## src/rtl/tage_t0_if.sv

```systemverilog
// TAGE T0 base-predictor bus: prediction lookup, update handshake and table RAM port.
// slave is the controller side; master is the environment (core, RAM).
interface tage_t0_if #(
  parameter int unsigned ADDR_WIDTH = 9,
  parameter int unsigned PC_WIDTH   = 32
);
  logic                  pred_req;
  logic [PC_WIDTH-1:0]   pred_pc;
  logic                  pred_vld;
  logic                  pred_taken;
  logic [1:0]            pred_ctr;

  logic                  upd_valid;
  logic                  upd_ready;
  logic [PC_WIDTH-1:0]   upd_pc;
  logic                  upd_taken;
  logic [1:0]            upd_ctr;

  logic                  init_done;

  logic                  ram_we;
  logic [ADDR_WIDTH-1:0] ram_waddr;
  logic [ADDR_WIDTH-1:0] ram_raddr;
  logic [1:0]            ram_wdata;
  logic [1:0]            ram_q;

  modport slave (
    input  pred_req, pred_pc, upd_valid, upd_pc, upd_taken, upd_ctr, ram_q,
    output pred_vld, pred_taken, pred_ctr, upd_ready, init_done,
           ram_we, ram_waddr, ram_raddr, ram_wdata
  );

  modport master (
    output pred_req, pred_pc, upd_valid, upd_pc, upd_taken, upd_ctr, ram_q,
    input  pred_vld, pred_taken, pred_ctr, upd_ready, init_done,
           ram_we, ram_waddr, ram_raddr, ram_wdata
  );
endinterface

```

## src/rtl/tage_t0_ctrl.sv

```systemverilog
// TAGE T0 bimodal table controller: lookup with write bypass, saturating-counter updates.
// Define TAGE_T0_INIT_SWEEP_EN to sweep the table to 2'b01 after reset; otherwise RAM preload is used.
module tage_t0_ctrl #(
  parameter int unsigned NUM_ENTRIES = 512,
  parameter int unsigned ADDR_WIDTH  = $clog2(NUM_ENTRIES),
  parameter int unsigned PC_WIDTH    = 32
) (
  input logic       clk,
  input logic       rst_n,
  tage_t0_if.slave  bus
);

  typedef enum logic [0:0] {StInit, StRun} state_e;

  state_e                state_q, state_d;
  logic                  init_done_q;
  logic                  pred_vld_q;
  logic                  byp_hit_q;
  logic [1:0]            byp_data_q;
  logic                  ram_we_q, ram_we_d;
  logic [ADDR_WIDTH-1:0] ram_waddr_q, ram_waddr_d;
  logic [1:0]            ram_wdata_q, ram_wdata_d;

  logic [ADDR_WIDTH-1:0] pred_idx;
  logic [ADDR_WIDTH-1:0] upd_idx;
  logic                  upd_acc;
  logic [1:0]            base_ctr;
  logic [1:0]            new_ctr;
  logic [1:0]            pred_ctr;

`ifdef TAGE_T0_INIT_SWEEP_EN
  localparam logic [ADDR_WIDTH:0] SweepEnd = (ADDR_WIDTH+1)'(NUM_ENTRIES);
  localparam state_e              StReset  = StInit;
  logic [ADDR_WIDTH:0] sweep_q, sweep_d;
`else
  localparam state_e              StReset  = StRun;
`endif

  logic unused_pc;
  assign unused_pc = ^{bus.pred_pc[PC_WIDTH-1:ADDR_WIDTH+2], bus.pred_pc[1:0],
                       bus.upd_pc[PC_WIDTH-1:ADDR_WIDTH+2], bus.upd_pc[1:0]};

  assign pred_idx      = bus.pred_pc[ADDR_WIDTH+1:2];
  assign upd_idx       = bus.upd_pc[ADDR_WIDTH+1:2];
  assign upd_acc       = bus.upd_valid & init_done_q;
  assign bus.ram_raddr = pred_idx;

  // Base counter forwards the write in flight so back-to-back updates chain correctly.
  always_comb begin
    base_ctr = (ram_we_q && (ram_waddr_q == upd_idx)) ? ram_wdata_q : bus.upd_ctr;
    new_ctr  = base_ctr;
    if (bus.upd_taken) begin
      if (base_ctr != 2'b11) new_ctr = base_ctr + 2'd1;
    end else begin
      if (base_ctr != 2'b00) new_ctr = base_ctr - 2'd1;
    end
  end

  always_comb begin
    state_d     = state_q;
    ram_we_d    = 1'b0;
    ram_waddr_d = ram_waddr_q;
    ram_wdata_d = ram_wdata_q;
`ifdef TAGE_T0_INIT_SWEEP_EN
    sweep_d     = sweep_q;
`endif
    unique case (state_q)
      StInit: begin
`ifdef TAGE_T0_INIT_SWEEP_EN
        if (sweep_q == SweepEnd) begin
          state_d = StRun;
        end else begin
          ram_we_d    = 1'b1;
          ram_waddr_d = sweep_q[ADDR_WIDTH-1:0];
          ram_wdata_d = 2'b01;
          sweep_d     = sweep_q + (ADDR_WIDTH+1)'(1);
        end
`else
        state_d = StRun;
`endif
      end
      StRun: begin
        // Saturated updates are consumed without touching the RAM.
        if (upd_acc && (new_ctr != base_ctr)) begin
          ram_we_d    = 1'b1;
          ram_waddr_d = upd_idx;
          ram_wdata_d = new_ctr;
        end
      end
      default: state_d = StReset;
    endcase
  end

  always_ff @(posedge clk or negedge rst_n) begin
    if (!rst_n) begin
      state_q     <= StReset;
      init_done_q <= 1'b0;
      pred_vld_q  <= 1'b0;
      byp_hit_q   <= 1'b0;
      byp_data_q  <= 2'b00;
      ram_we_q    <= 1'b0;
      ram_waddr_q <= '0;
      ram_wdata_q <= 2'b00;
`ifdef TAGE_T0_INIT_SWEEP_EN
      sweep_q     <= '0;
`endif
    end else begin
      state_q     <= state_d;
      init_done_q <= (state_d == StRun);
      pred_vld_q  <= bus.pred_req & init_done_q;
      byp_hit_q   <= ram_we_q && (ram_waddr_q == pred_idx);
      byp_data_q  <= ram_wdata_q;
      ram_we_q    <= ram_we_d;
      ram_waddr_q <= ram_waddr_d;
      ram_wdata_q <= ram_wdata_d;
`ifdef TAGE_T0_INIT_SWEEP_EN
      sweep_q     <= sweep_d;
`endif
    end
  end

  // The RAM returns old data on a same-cycle collision, so the bypass overrides it.
  always_comb begin
    pred_ctr = 2'b00;
    if (pred_vld_q) pred_ctr = byp_hit_q ? byp_data_q : bus.ram_q;
  end

  assign bus.pred_vld   = pred_vld_q;
  assign bus.pred_ctr   = pred_ctr;
  assign bus.pred_taken = pred_ctr[1];
  assign bus.upd_ready  = init_done_q;
  assign bus.init_done  = init_done_q;
  assign bus.ram_we     = ram_we_q;
  assign bus.ram_waddr  = ram_waddr_q;
  assign bus.ram_wdata  = ram_wdata_q;

endmodule

```

## src/flat_wrapper.sv

```systemverilog
// flat-port wrapper written by rule: the top's interface ports become plain ports
module tage_t0_ctrl_flat 
#(
  parameter int unsigned NUM_ENTRIES = 512,
  parameter int unsigned ADDR_WIDTH  = $clog2(NUM_ENTRIES),
  parameter int unsigned PC_WIDTH    = 32
)
  (clk, rst_n, bus_pred_req, bus_pred_pc, bus_upd_valid, bus_upd_pc, bus_upd_taken, bus_upd_ctr, bus_ram_q, bus_pred_vld, bus_pred_taken, bus_pred_ctr, bus_upd_ready, bus_init_done, bus_ram_we, bus_ram_waddr, bus_ram_raddr, bus_ram_wdata);
  tage_t0_if #(.ADDR_WIDTH(ADDR_WIDTH), .PC_WIDTH(PC_WIDTH)) bus_i ();
  input logic clk;
  input logic rst_n;
  input wire logic [$bits(bus_i.pred_req)-1:0] bus_pred_req;
  input wire logic [$bits(bus_i.pred_pc)-1:0] bus_pred_pc;
  input wire logic [$bits(bus_i.upd_valid)-1:0] bus_upd_valid;
  input wire logic [$bits(bus_i.upd_pc)-1:0] bus_upd_pc;
  input wire logic [$bits(bus_i.upd_taken)-1:0] bus_upd_taken;
  input wire logic [$bits(bus_i.upd_ctr)-1:0] bus_upd_ctr;
  input wire logic [$bits(bus_i.ram_q)-1:0] bus_ram_q;
  output wire logic [$bits(bus_i.pred_vld)-1:0] bus_pred_vld;
  output wire logic [$bits(bus_i.pred_taken)-1:0] bus_pred_taken;
  output wire logic [$bits(bus_i.pred_ctr)-1:0] bus_pred_ctr;
  output wire logic [$bits(bus_i.upd_ready)-1:0] bus_upd_ready;
  output wire logic [$bits(bus_i.init_done)-1:0] bus_init_done;
  output wire logic [$bits(bus_i.ram_we)-1:0] bus_ram_we;
  output wire logic [$bits(bus_i.ram_waddr)-1:0] bus_ram_waddr;
  output wire logic [$bits(bus_i.ram_raddr)-1:0] bus_ram_raddr;
  output wire logic [$bits(bus_i.ram_wdata)-1:0] bus_ram_wdata;
  assign bus_i.pred_req = bus_pred_req;
  assign bus_i.pred_pc = bus_pred_pc;
  assign bus_i.upd_valid = bus_upd_valid;
  assign bus_i.upd_pc = bus_upd_pc;
  assign bus_i.upd_taken = bus_upd_taken;
  assign bus_i.upd_ctr = bus_upd_ctr;
  assign bus_i.ram_q = bus_ram_q;
  assign bus_pred_vld = bus_i.pred_vld;
  assign bus_pred_taken = bus_i.pred_taken;
  assign bus_pred_ctr = bus_i.pred_ctr;
  assign bus_upd_ready = bus_i.upd_ready;
  assign bus_init_done = bus_i.init_done;
  assign bus_ram_we = bus_i.ram_we;
  assign bus_ram_waddr = bus_i.ram_waddr;
  assign bus_ram_raddr = bus_i.ram_raddr;
  assign bus_ram_wdata = bus_i.ram_wdata;
  tage_t0_ctrl #(.NUM_ENTRIES(NUM_ENTRIES), .ADDR_WIDTH(ADDR_WIDTH), .PC_WIDTH(PC_WIDTH)) u_core (.clk(clk), .rst_n(rst_n), .bus(bus_i));
endmodule
```

## config.mk

```make
export PLATFORM = sky130hd
export DESIGN_NAME = tage_t0_ctrl_flat
export DESIGN_NICKNAME = d
export VERILOG_FILES = /design/src/rtl/tage_t0_if.sv /design/src/rtl/tage_t0_ctrl.sv /design/src/flat_wrapper.sv
export SDC_FILE = /design/constraint.sdc
export NUM_CORES = 1
export LEC_CHECK = 0
export CAP_MARGIN = 20
export CELL_PAD_IN_SITES_DETAIL_PLACEMENT = 2
export CELL_PAD_IN_SITES_GLOBAL_PLACEMENT = 2
export CORE_UTILIZATION = 18
export CTS_BUF_LIST = sky130_fd_sc_hd__clkbuf_8
export DETAILED_ROUTE_END_ITERATION = 10
export GPL_ROUTABILITY_DRIVEN = 0
export PLACE_DENSITY = 0.86
export SETUP_SLACK_MARGIN = 0.3
export SLEW_MARGIN = 20
export SYNTH_ARGS = -nofsm -noshare
export SYNTH_HDL_FRONTEND = slang
export SYNTH_SLANG_ARGS = --single-unit
```

## constraint.sdc

```tcl
create_clock -name clk -period 3.6 [get_ports clk]
set_clock_uncertainty 0.15 [all_clocks]
set_input_delay 0.72 -clock clk [delete_from_list [all_inputs] [get_ports clk]]
set_output_delay 0.72 -clock clk [all_outputs]
set_load 0.1 [all_outputs]
```

==> flow_summary.ini, run 1 <==
[critical_path]
rr_endpoint = u_core.bus.ram_waddr[5]
worstRegToRegCells = 6
cp.required_ns = 3.60
endpoint_kind = register
worst-endpoint-arrival_ns = 2.87
critPathMostFrequentCell = mux2_2
start_kind = input pin
crit_fanout = 10
r2r-start = u_core.bus.ram_waddr[1]
cp_slowest_cell = clkdlybuf4s50_1
path_cells = clkdlybuf4s50_1 -> xnor2_1 -> nand4_1 -> nor3_4 -> mux2_2 -> a22oi_4 -> mux2_2
r2r_slack_ns = 1.21
max_stage_delay_ns = 0.43
critical_path_class = input pin to register

[synthesis]
ys_seq_area_share_pct = 37.6
synth_cell_types = 26
yosys.area.top_type = dfrtp_1
syn_area_per_cell_um2 = 11.0
synth_nets = 176
synthTopCellsByArea = dfrtp_1 (38%), xnor2_1 (15%), mux2_2 (11%)
synth.top_cell.area_share_pct = 37.6
syn_inst = 103
syn_area_mm2 = 0.00113
ys_warn_count = 0
ys_seq_elements = 17

[clock_tree]
tritoncts.num_buffers = 3
htree_levels = 1
ctsResizeCount = 0
clkSlewWorstSetupHoldPaths_ns = 0.08
cts_root_buf = clkbuf_8
postCtsSetupBuffers = 0
clock-sinks = 17
insertion_delay_ns = 0.26
cts_tree = yes
cts_hold_buf = 0
clockBufferDepth = 2

[global_route]
grtUsageMet1_pct = 11.3
met2_usage_pct = 17.9
grt_overflow = 0
grt_max_degree = 18
grt_pass1_wl_mm = 4.84
use_met3_pct = 1.12
grt_pass1_vias = 977
grt_use_total_pct = 9.93
gr-max-usage-layer = met2
grt_antenna_before_repair = 0

[final_layout]
drive_gt1_share_pct = 33.1
multiInputGateArea_um2 = 582
n_antenna_cell = 0
seq_area_um2 = 425
nets = 222
areaGrowthSynthToFinish_pct = 43.6
fin_util_pct = 27.1
n_fill_cell = 665

[drt]
ant_nets = 0
routed_wl_mm = 3.14
drt-wirelength-per-cell_um = 14.1
route.detailed.drc = 0
via_count = 900
drt_iter0_drc = 19
drt-pass1-iter-count = 3
viasPerCell = 4.04

[power_and_ir_drop]
power.leakage_nw = 0.662
power_density_mw_per_mm2 = 573
peakVddDrop_uv = 166

[timing]
relSlewSlack_pct = 36.0
max_freq_mhz = 349
post-route-min-period_ns = 2.87
tightest_slew_ns = 0.958
timing.final.max_slew_violations = 0
rsz0062_at_grt = false
period_share_pct = 79.7
final_hold_viol_count = 0
fin_setup_tns_ns = 0
setup_violations = 0

[floorplan]
pin_count = 100
die_h_um = 81.3
die_w_um = 81.3
start_util_pct = 18.9
core_mm2 = 0.00599
die-area_mm2 = 0.00660
fp-row-count = 28

[worst_hold_path]
hold_class = register to register
worst_hold_path.endpoint = u_core.byp_hit_q
whs_path_depth = 2
hold_start = u_core.bus.ram_we

[placement]
dp_hpwl_mm = 2.47
numPortBuffers = 53

[run_status]
outcome = finished clean

[flow_run]
timing.max_cap.violations = 0
==> synthesized netlist by cell type <==
| library cell | number |
|---|---|
| xnor2_1 | 20 |
| dfrtp_1 | 17 |
| buf_4 | 12 |
| mux2_2 | 11 |
| nand2_1 | 9 |
| mux2i_1 | 5 |
| nand4_1 | 4 |
| nor2_1 | 4 |
| nor2b_1 | 2 |
| nor3_1 | 2 |
| o22a_1 | 2 |
| a22oi_1 | 1 |
| a22oi_4 | 1 |
| a31o_2 | 1 |
| and2_1 | 1 |
| and2b_2 | 1 |
| and3_1 | 1 |
| and3b_2 | 1 |
| bufbuf_16 | 1 |
| conb_1 | 1 |
| inv_1 | 1 |
| nand3b_1 | 1 |
| nor3_4 | 1 |
| o211ai_1 | 1 |
| o21ai_0 | 1 |
| or3_2 | 1 |
==> layout make-up <==
cell class / instances / area share [%]
clock inverter: 1 / 0.308
sequential: 17 / 26.2
inverter: 1 / 0.231
multi-input combinational: 72 / 35.8
clock buffer: 3 / 2.54
tap: 75 / 5.78
timing repair buffer: 54 / 29.1
==> where the power goes <==
group | internal, mW | switching (mW)
registers | 0.226 | 0.0524
logic | 0.144 | 0.354
clock network | 0.0771 | 0.0767
==> cell families (layout without fill, tap and decap cells) <==
| family | count (synthesis) | in the layout | share of synthesized area [%] |
|---|---|---|---|
| and+or+nand+nor | 28 | 28 | 14.0 |
| DFF | 17 | 17 | 37.6 |
| muxes | 16 | 16 | 15.4 |
| other | 1 | 1 | 0.332 |
| AOI/OAI and AO/OA | 7 | 7 | 5.97 |
| buffers and inverters | 14 | 59 | 11.2 |
| xor gates and xnor gates | 20 | 20 | 15.5 |
==> registers in the layout, indices dropped and copies added, names as in the netlist <==
register              flops
u_core.bus.ram_waddr      9
u_core.bus.ram_wdata      2
u_core.byp_data_q         2
u_core.bus.init_done      1
u_core.bus.pred_vld       1
u_core.bus.ram_we         1
u_core.byp_hit_q          1
==> worst max-delay path by stage <==
stage,from,to,cells past startpoint,slack (ns)
floorplan,u_core.bus.pred_vld,bus_pred_ctr[0],1,0.37
global placement,bus_upd_pc[2],u_core.bus.ram_waddr[8],7,0.47
detailed placement,bus_upd_pc[3],u_core.bus.ram_waddr[5],7,0.44
CTS,bus_upd_pc[3],u_core.bus.ram_waddr[5],7,0.70
global route,bus_upd_pc[3],u_core.bus.ram_waddr[0],8,0.59
finish,bus_upd_pc[3],u_core.bus.ram_waddr[5],7,0.73
==> per-stage QoR <==
| stage | total power, mW | worst slack, ns | hold slack (ns) | cells | area (um^2) |
|---|---|---|---|---|---|
| 2_1_floorplan | 0.680 | 0.374 | 0.274 | 103 | 1130 |
| 3_3_place_gp | 0.775 | 0.474 | 0.373 | 219 | 1580 |
| 3_5_place_dp | 0.784 | 0.437 | 0.397 | 219 | 1580 |
| 4_1_cts | 0.936 | 0.700 | 0.407 | 223 | 1620 |
| 5_1_grt | 0.970 | 0.593 | 0.437 | 223 | 1620 |
| 6_report | 0.930 | 0.731 | 0.403 | 223 | 1620 |
==> worst max-delay path: cells and delay by family <==
kind / cells / cell delay, ns
simple gates: 2 / 0.36
buf+inv: 1 / 0.43
xor+xnor: 1 / 0.22
compound gates: 1 / 0.36
mux: 2 / 0.77
==> placed cells by master, fill, tap and decap left out, drive strengths merged, types with 2 or more instances in the layout <==
cell type and instances:
buf 27, dfrtp 17, clkdlybuf4s50 27, nand4 4, o22a 2, a22oi 2
nor2b 2, xnor2 20, nor3 3, nor2 4, mux2i 5, mux2 11
clkbuf 3, nand2 9
==> routing by layer <==
metal  share of wire, %  vias to the layer above
met2                 52                       24
li1                   -                      432
met4                1.8                        0
met3                4.8                        4
met1                 41                      440
met5                  0                        -
(Power assumes the default switching activity.)
==> run 2, diff against run 1 <==
CORE_UTILIZATION = 17   (was 18)
PLACE_DENSITY = 0.82   (was 0.86)
clock period = 2.73 ns   (was 3.6 ns; I/O delays follow)
==> run 2 against run 1 <==
Effect of this change:
- critical endpoint is now u_core.bus.ram_waddr[2]
- utilization grew 4.9 points
- power rose by 45%
- combinational power is 57% higher
- critical path type unchanged
==> flow_summary.ini, run 2 (synthesized netlist as in run 1, its figures left out) <==
[global_route]
grt_overflow = 0
grtUsageMet1_pct = 11.4
grt_max_degree = 18
gr-max-usage-layer = met2
met2_usage_pct = 20.4
use_met3_pct = 1.38
grt_pass1_vias = 1081
grt_antenna_before_repair = 0
grt_use_total_pct = 10.3
grt_pass1_wl_mm = 5.63

[critical_path]
cp.required_ns = 2.72
max_stage_delay_ns = 0.33
worst-endpoint-arrival_ns = 2.42
critical_path_class = input pin to register
cp_slowest_cell = mux2_4
worstRegToRegCells = 7
start_kind = input pin
rr_endpoint = u_core.bus.ram_waddr[2]
critPathMostFrequentCell = mux2_4
critPathTopFamily = multiplexers
worst-path-buf-inv = 2
path_cells = clkdlybuf4s15_1 -> xnor2_2 -> nand4_1 -> nor3_4 -> mux2_4 -> a22oi_4 -> clkbuf_16 -> mux2_4
r2r_slack_ns = 0.30
endpoint_kind = register
r2r-start = u_core.bus.ram_waddr[5]
cp-endpoint = u_core.bus.ram_waddr[2]
path_depth = 8
crit_fanout = 5
startpoint = bus_upd_pc[7]

[final_layout]
stdcell_count = 237
n_antenna_cell = 0
areaGrowthSynthToFinish_pct = 80.6
mostFrequentLayoutCell = buf_4
drive_gt1_share_pct = 54.4
final_cell_mix = buf_4 (25), clkdlybuf4s50_1 (17), buf_12 (13), xnor2_1 (12), mux2_4 (10)
nets = 234
fin_util_pct = 32.0
post-route-cell-area_mm2 = 0.00204
largest_reg_flops = 9

[drt]
drt-wirelength-per-cell_um = 14.9
ant_nets = 0
routed_wl_mm = 3.53
route.detailed.drc = 0
via_count = 942
drt_iter0_drc = 23
viasPerCell = 3.97
drt-pass1-iter-count = 4

[power_and_ir_drop]
peakVddDrop_uv = 285
power.leakage_nw = 0.883
power_density_mw_per_mm2 = 660

[flow_run]
timing.max_cap.violations = 0

[clock_tree]
cts_tree = yes
cts_hold_buf = 0
clock-sinks = 17
cts_root_buf = clkbuf_8
htree_levels = 1
insertion_delay_ns = 0.25
clkSlewWorstSetupHoldPaths_ns = 0.07
tritoncts.num_buffers = 3
clockBufferDepth = 2

[floorplan]
pin_count = 100
start_util_pct = 17.7
die_w_um = 83.6
die-area_mm2 = 0.00698
die_h_um = 83.6
core_mm2 = 0.00639
fp-row-count = 29

[timing]
setup_violations = 0
finalWorstSetupSlack_ns = 0.295
rsz0062_at_grt = true
post-route-min-period_ns = 2.44
timing.final.max_slew_violations = 0
whs_ns = 0.403
period_share_pct = 89.2
max_freq_mhz = 411
final_hold_viol_count = 0

[placement]
numPortBuffers = 53
dp_hpwl_mm = 2.61
place_ws_ns = -0.219
placed_cells = 224
dpl-instance-area_mm2 = 0.00181

[run_status]
outcome = finished clean

[worst_hold_path]
hold_class = register to register
## run 2: cell type report
class | count | area (um^2)
fill | 679 | 4340
inverter | 1 | 3.75
clock inverter | 1 | 3.75
clock buffer | 3 | 41.3
multi-input combinational | 72 | 699
timing repair buffer | 66 | 737
sequential | 17 | 462
tap | 77 | 96.3
## run 2: worst min-delay path by stage
stage | startpoint | to | cells after the start
after floorplan | rst_n | u_core.bus.init_done | 0
after global routing | u_core.bus.ram_we | u_core.byp_hit_q | 2
after detailed placement | u_core.bus.ram_we | u_core.byp_hit_q | 2
after global placement | u_core.bus.ram_we | u_core.byp_hit_q | 2
final | u_core.bus.ram_we | u_core.byp_hit_q | 2
after CTS | u_core.bus.ram_we | u_core.byp_hit_q | 2
## run 2: what timing repair did
action,in CTS,in global routing
cloned,1,0
gates resized for setup,28,16
setup endpoints to repair,10,10
buffers inserted,6,2
pin swaps,12,6
## run 2: worst reg2reg max path, stage by stage (launching register included)
cell	delay, ns
dfrtp_4	0.50
xnor2_2	0.17
nand4_1	0.18
nor3_4	0.28
mux2_4	0.33
a22oi_4	0.20
clkbuf_16	0.20
mux2_4	0.30
## run 2: where the power goes
group | total (mW) | internal [mW] | switching, mW
combinational | 0.781 | 0.279 | 0.502
sequential | 0.387 | 0.318 | 0.0686
clock | 0.182 | 0.0996 | 0.0819
## run 2: per-layer routing
metal | part of all wire, % | routed length [um]
met3 | 2.9 | 102
met5 | 0 | 0
met2 | 56 | 1980
met1 | 40 | 1430
met4 | 0.71 | 25
## run 2: per-stage QoR
stage                     total power [mW]  setup TNS (ns)
after floorplan                      0.921               0
after global placement                1.08           -1.74
after detailed placement              1.09           -1.91
after CTS                             1.33               0
after global routing                  1.41               0
final                                 1.35               0
